**src/rtl/graphics_pkg.sv**
```systemverilog
// graphics_pkg: shared types for the block fill engine.
// Holds the fill-mode and FSM state enums plus small width helpers.
package graphics_pkg;

  typedef enum logic [1:0] {
    SOLID   = 2'd0,
    CHECKER = 2'd1,
    RECT    = 2'd2
  } fill_mode_e;

  typedef enum logic [1:0] {
    IDLE = 2'd0,
    RUN  = 2'd1,
    DONE = 2'd2
  } fsm_state_e;

  // Bit width needed to index n items, never less than one bit so that
  // a degenerate 1-wide grid still yields a legal vector.
  function automatic int clog2_min1(input int n);
    return (n <= 2) ? 1 : $clog2(n);
  endfunction

  // Mode code 3 is reserved and behaves as a solid fill.
  function automatic fill_mode_e decode_mode(input logic [1:0] m);
    case (m)
      2'd1:    return CHECKER;
      2'd2:    return RECT;
      default: return SOLID;
    endcase
  endfunction

endpackage

```
**src/rtl/block_color_sel.sv**
```systemverilog
// block_color_sel: combinational colour choice for one grid cell, given the
// latched fill mode, the current block column/row and the latched operands.
module block_color_sel
  import graphics_pkg::*;
#(
  parameter int XW      = 6,
  parameter int YW      = 6,
  parameter int COLOR_W = 8
) (
  input  fill_mode_e         mode_i,
  input  logic [XW-1:0]      bx_i,
  input  logic [YW-1:0]      by_i,
  input  logic [XW-1:0]      x0_i,
  input  logic [XW-1:0]      x1_i,
  input  logic [YW-1:0]      y0_i,
  input  logic [YW-1:0]      y1_i,
  input  logic [COLOR_W-1:0] color_a_i,
  input  logic [COLOR_W-1:0] color_b_i,
  output logic [COLOR_W-1:0] color_o
);

  logic in_rect;

  // An inverted bound (x0 > x1 or y0 > y1) makes the window empty on its own,
  // so every cell falls outside and takes color_b.
  assign in_rect = (bx_i >= x0_i) && (bx_i <= x1_i) &&
                   (by_i >= y0_i) && (by_i <= y1_i);

  // Pick primary or secondary colour for the current cell.
  always_comb begin
    color_o = color_a_i;
    case (mode_i)
      CHECKER: if (bx_i[0] ^ by_i[0]) color_o = color_b_i;
      RECT:    if (!in_rect)          color_o = color_b_i;
      default: color_o = color_a_i;
    endcase
  end

endmodule

```
**src/rtl/block_fill_engine.sv**
```systemverilog
// block_fill_engine: sweeps every block of a GRID_W x GRID_H grid in raster
// order and issues one framebuffer write per block with a colour chosen by
// solid / checker / rectangle fill rules.
// Optional macro BLOCK_FILL_ABORT_EN enables the abort input; without it the
// abort port is present but ignored.
//
// Write handshake: wr_en is the valid, wr_ready the ready. A write transfers
// on a cycle where both are 1. While wr_en=1 and wr_ready=0, addr_write and
// color hold their values until the transfer happens.
module block_fill_engine
  import graphics_pkg::*;
#(
  parameter int  H_RES      = 640,
  parameter int  V_RES      = 480,
  parameter int  BLOCK_SIZE = 10,
  parameter int  COLOR_W    = 8,
  localparam int GRID_W     = H_RES / BLOCK_SIZE,
  localparam int GRID_H     = V_RES / BLOCK_SIZE,
  localparam int XW         = clog2_min1(GRID_W),
  localparam int YW         = clog2_min1(GRID_H),
  localparam int ADDR_W     = clog2_min1(GRID_W * GRID_H)
) (
  input  logic               clk,
  input  logic               rst,
  input  logic               start,
  input  logic [1:0]         mode,
  input  logic [COLOR_W-1:0] color_a,
  input  logic [COLOR_W-1:0] color_b,
  input  logic [XW-1:0]      rect_x0,
  input  logic [XW-1:0]      rect_x1,
  input  logic [YW-1:0]      rect_y0,
  input  logic [YW-1:0]      rect_y1,
  input  logic               abort,
  input  logic               wr_ready,
  output logic               wr_en,
  output logic [ADDR_W-1:0]  addr_write,
  output logic [COLOR_W-1:0] color,
  output logic               busy,
  output logic               done
);

  fsm_state_e         state_q;
  logic [XW-1:0]      bx_q, bx_d;
  logic [YW-1:0]      by_q, by_d;
  logic [ADDR_W-1:0]  addr_q, addr_d;
  fill_mode_e         mode_q;
  logic [COLOR_W-1:0] color_a_q, color_b_q;
  logic [XW-1:0]      x0_q, x1_q;
  logic [YW-1:0]      y0_q, y1_q;
  logic               last_col, last_row;
  logic               in_run;
  logic [COLOR_W-1:0] cell_color;

`ifndef BLOCK_FILL_ABORT_EN
  logic unused_abort;
  assign unused_abort = abort;
`endif

  // Raster-order cursor advance; the address is a running counter kept in
  // step with by*GRID_W+bx so no multiplier is needed and it never exceeds
  // GRID_W*GRID_H-1 while a write is presented.
  always_comb begin
    last_col = (bx_q == XW'(GRID_W - 1));
    last_row = (by_q == YW'(GRID_H - 1));
    bx_d     = last_col ? '0 : bx_q + XW'(1);
    by_d     = last_col ? by_q + YW'(1) : by_q;
    addr_d   = addr_q + ADDR_W'(1);
  end

  // Sweep FSM: latch operands on start, step on each accepted write, pulse DONE.
  always_ff @(posedge clk) begin
    if (rst) begin
      state_q   <= IDLE;
      bx_q      <= '0;
      by_q      <= '0;
      addr_q    <= '0;
      mode_q    <= SOLID;
      color_a_q <= '0;
      color_b_q <= '0;
      x0_q      <= '0;
      x1_q      <= '0;
      y0_q      <= '0;
      y1_q      <= '0;
    end else begin
      case (state_q)
        IDLE: begin
          if (start) begin
            mode_q    <= decode_mode(mode);
            color_a_q <= color_a;
            color_b_q <= color_b;
            x0_q      <= rect_x0;
            x1_q      <= rect_x1;
            y0_q      <= rect_y0;
            y1_q      <= rect_y1;
            bx_q      <= '0;
            by_q      <= '0;
            addr_q    <= '0;
            state_q   <= RUN;
          end
        end
        RUN: begin
`ifdef BLOCK_FILL_ABORT_EN
          // Abort wins over a simultaneous transfer: that write is not counted.
          if (abort) begin
            state_q <= DONE;
          end else
`endif
          if (wr_ready) begin
            if (last_col && last_row) begin
              state_q <= DONE;
              bx_q    <= '0;
              by_q    <= '0;
              addr_q  <= '0;
            end else begin
              bx_q   <= bx_d;
              by_q   <= by_d;
              addr_q <= addr_d;
            end
          end
        end
        DONE: begin
          state_q <= IDLE;
          bx_q    <= '0;
          by_q    <= '0;
          addr_q  <= '0;
        end
        default: state_q <= IDLE;
      endcase
    end
  end

  block_color_sel #(
    .XW      (XW),
    .YW      (YW),
    .COLOR_W (COLOR_W)
  ) u_color_sel (
    .mode_i    (mode_q),
    .bx_i      (bx_q),
    .by_i      (by_q),
    .x0_i      (x0_q),
    .x1_i      (x1_q),
    .y0_i      (y0_q),
    .y1_i      (y1_q),
    .color_a_i (color_a_q),
    .color_b_i (color_b_q),
    .color_o   (cell_color)
  );

  // Outputs decode registered state only; write data is forced to zero
  // whenever no write is being presented.
  assign in_run     = (state_q == RUN);
  assign wr_en      = in_run;
  assign busy       = in_run;
  assign done       = (state_q == DONE);
  assign addr_write = in_run ? addr_q : '0;
  assign color      = in_run ? cell_color : '0;

endmodule

```
**config.mk**
```make
export PLATFORM = sky130hd
export DESIGN_NAME = block_fill_engine
export DESIGN_NICKNAME = d
export VERILOG_FILES = /design/src/rtl/graphics_pkg.sv /design/src/rtl/block_color_sel.sv /design/src/rtl/block_fill_engine.sv
export SDC_FILE = /design/constraint.sdc
export NUM_CORES = 1
export LEC_CHECK = 0
export ABC_AREA = 1
export BUFFER_PORTS_ARGS = -buffer_cell sky130_fd_sc_hd__buf_2
export CORE_MARGIN = 5
export CORE_UTILIZATION = 48
export CTS_BUF_LIST = sky130_fd_sc_hd__clkbuf_16
export DETAILED_ROUTE_END_ITERATION = 6
export PLACE_DENSITY = 0.7
export SETUP_SLACK_MARGIN = 0.2
export SYNTH_ARGS = -nofsm -noshare
export SYNTH_HDL_FRONTEND = slang
export SYNTH_SLANG_ARGS = --single-unit
```
**constraint.sdc**
```tcl
create_clock -name clk -period 3.89 [get_ports clk]
set_input_delay 0.389 -clock clk [delete_from_list [all_inputs] [get_ports clk]]
set_output_delay 0.389 -clock clk [all_outputs]
set_load 0.005 [all_outputs]
```
==> results.json <==
{
  "status": "completed",
  "cts_hold_buf": 0,
  "num_rows": 32,
  "setup_viol": 0,
  "syn_to_final_growth_pct": 17.47,
  "largest_reg_flops": 12,
  "grt_usage": 0.1874,
  "synth_top_area_frac": 0.3553,
  "dpl.cell_count": 700,
  "cts_tree": "done",
  "coreArea_um2": 7767,
  "rsz0062_at_grt": "false",
  "startpoint_type": "register",
  "drt_wl_total_um": 9120,
  "max_freq_mhz": 335.2,
  "max-slew-margin-rel": 0.4571,
  "drv_slew": 0,
  "dp_hpwl_um": 6426,
  "yosysSeqAreaShare": 0.3553,
  "io_buffers": 68,
  "regMostFlops": "addr_q",
  "grt_pass1_vias": 3539,
  "total_power_mw": 1.932,
  "synthTopCellsByArea": "dfxtp_1 36%, ha_1 9.5%, inv_1 9.2%",
  "top_regs": "addr_q x12, color_a_q x8, color_b_q x8",
  "route.detailed.drc": 0,
  "root_buffer": "clkbuf_16",
  "firstDrtPassIters": 4,
  "postCtsSetupRepairBufs": 0,
  "finalHoldViolations": 0,
  "ctsHtreeMaxLevel": 3,
  "dieArea_um2": 9868,
  "worst_skew_pair.late_latency_ns": 0.33,
  "cts_buffers": 9,
  "antenna_found_initial": 0,
  "worst_slew_pin_slew_ns": 0.8115,
  "required_ns": 3.50,
  "grt_pass1_wl_um": 15310,
  "num_antenna_cells": 0,
  "initial_core_util": 0.4932,
  "finalClockSkew_ns": 0.003695,
  "clk_pin_slew_ns": 0.05,
  "post-place-ws_ns": 1.278,
  "dieWidth_um": 99.34,
  "period_needed_ns": 2.983,
  "async_reset_ff_frac": 0,
  "grt_overflow_total": 0,
  "syn-num-nets": 626,
  "arrival_ns": 2.59,
  "ys_seq_elements": 68,
  "tns_ns": 0,
  "nets": 685,
  "die_h_um": 99.34,
  "min_path_type": "input pin to register",
  "path_class": "register to output port",
  "final_cell_mix": "98 x inv_1, 83 x nand2_1, 68 x dfxtp_1, 68 x buf_2, 65 x a21oi_1",
  "syn-instance-count": 550,
  "worst_hold_slack_ns": 0.3352,
  "peakVddDrop_mv": 0.2579,
  "detail-route-antenna-nets": 0,
  "wl_per_cell_um": 12.74,
  "ys_types": 35,
  "synth_edf_count": 0,
  "final_common_cell": "inv_1",
  "yosysWarningCount": 0,
  "cellLeakagePower_nw": 2.112,
  "cellPowerDensity_nw_per_um2": 429.3,
  "syn_area_per_cell_um2": 6.966,
  "vias_per_cell": 5.172,
  "detailroute.via_count": 3703,
  "yosysTopAreaCell": "dfxtp_1",
  "synth_top_flop_cell": "dfxtp_1",
  "ctsResizeCount": 0,
  "path_max_fanout": 9,
  "drt_iter0_markers": 127,
  "clk_path_buf_depth": 2,
  "grt_max_degree": 52,
  "drive_above_1_share": 0.1580,
  "critical_path.endpoint_type": "output port",
  "netlist_area_um2": 3831,
  "period_share": 0.7669,
  "drv_cap": 0,
  "fin_ws_ns": 0.9066,
  "fin_cells": 716,
  "clock-sinks": 68,
  "gp_congestion": 0.8185,
  "ios": 70
}
Yosys cell counts (3+ instances only):
library cell,count
nand3_1,23
nor3_2,5
nor2_1,48
nand4_1,13
o211ai_1,9
buf_2,3
dfxtp_1,68
nor3_1,6
clkbuf_1,18
inv_1,94
a211oi_1,4
ha_1,29
nand2_1,84
o21ai_0,55
a21oi_1,65
report_power, final:
| part | leakage, nW | internal [mW] | switching (mW) |
|---|---|---|---|
| clock network | 0.149 | 0.482 | 0.291 |
| registers | 0.558 | 0.748 | 0.0256 |
| logic | 1.40 | 0.129 | 0.258 |
layer usage:
metal / global-route usage / vias to the layer above / share of wire
met5: 0 / - / 0
met4: 0.07458 / 0 / 0.014
met3: 0.02875 / 10 / 0.050
met1: 0.2245 / 1683 / 0.45
met2: 0.3342 / 92 / 0.48
li1: - / 1918 / -
cells by family after synthesis:
logic type / after synthesis / share of synthesized area
compound gates: 142 / 0.1995
xor+xnor: 3 / 0.006860
fa+ha+maj: 29 / 0.09471
buf+inv: 121 / 0.1231
flops: 68 / 0.3553
simple gates: 187 / 0.2204
final timing paths:
path	start	endpoint	slack [ns]	depth (start not counted)
max	by_q[0]$_SDFFE_PP0P_	color[4]	0.91	15
min	rect_y1[0]	y1_q[0]$_SDFFE_PP0P_	0.34	3
max reg2reg	bx_q[0]$_SDFFE_PP0P_	addr_q[4]$_SDFFE_PP0P_	1.70	8
min reg2reg	y0_q[3]$_SDFFE_PP0P_	y0_q[3]$_SDFFE_PP0P_	0.45	2
stage by stage:
stage                     area [um2]    util
final                           4501  0.5794
after global routing            4501  0.5794
after CTS                       4501  0.5794
after detailed placement        4223  0.5437
after global placement          4223  0.5437
after floorplan                 3831       -
worst max-delay path, stage by stage, from the launching register on:
cell      delay [ns]
dfxtp_1         0.43
inv_1           0.12
ha_1            0.30
inv_1           0.05
nand2_1         0.05
nand2_1         0.06
nand2_1         0.05
nand2_1         0.05
nand2_1         0.06
nand2_1         0.06
clkinv_1        0.25
nand3_1         0.38
nand2_1         0.10
nand3_1         0.10
a21oi_1         0.07
buf_2           0.13
cell type report:
class                           count  area (um2)
Fill cell                         726        3267
Multi-Input combinational cell    361        2001
Sequential cell                    68        1361
Inverter                           98       370.4
Timing Repair Buffer               71       362.8
Clock buffer                        9       225.2
Tap cell                          102       127.6
Clock inverter                      7       52.55
Power figures use the tool's default switching activity.
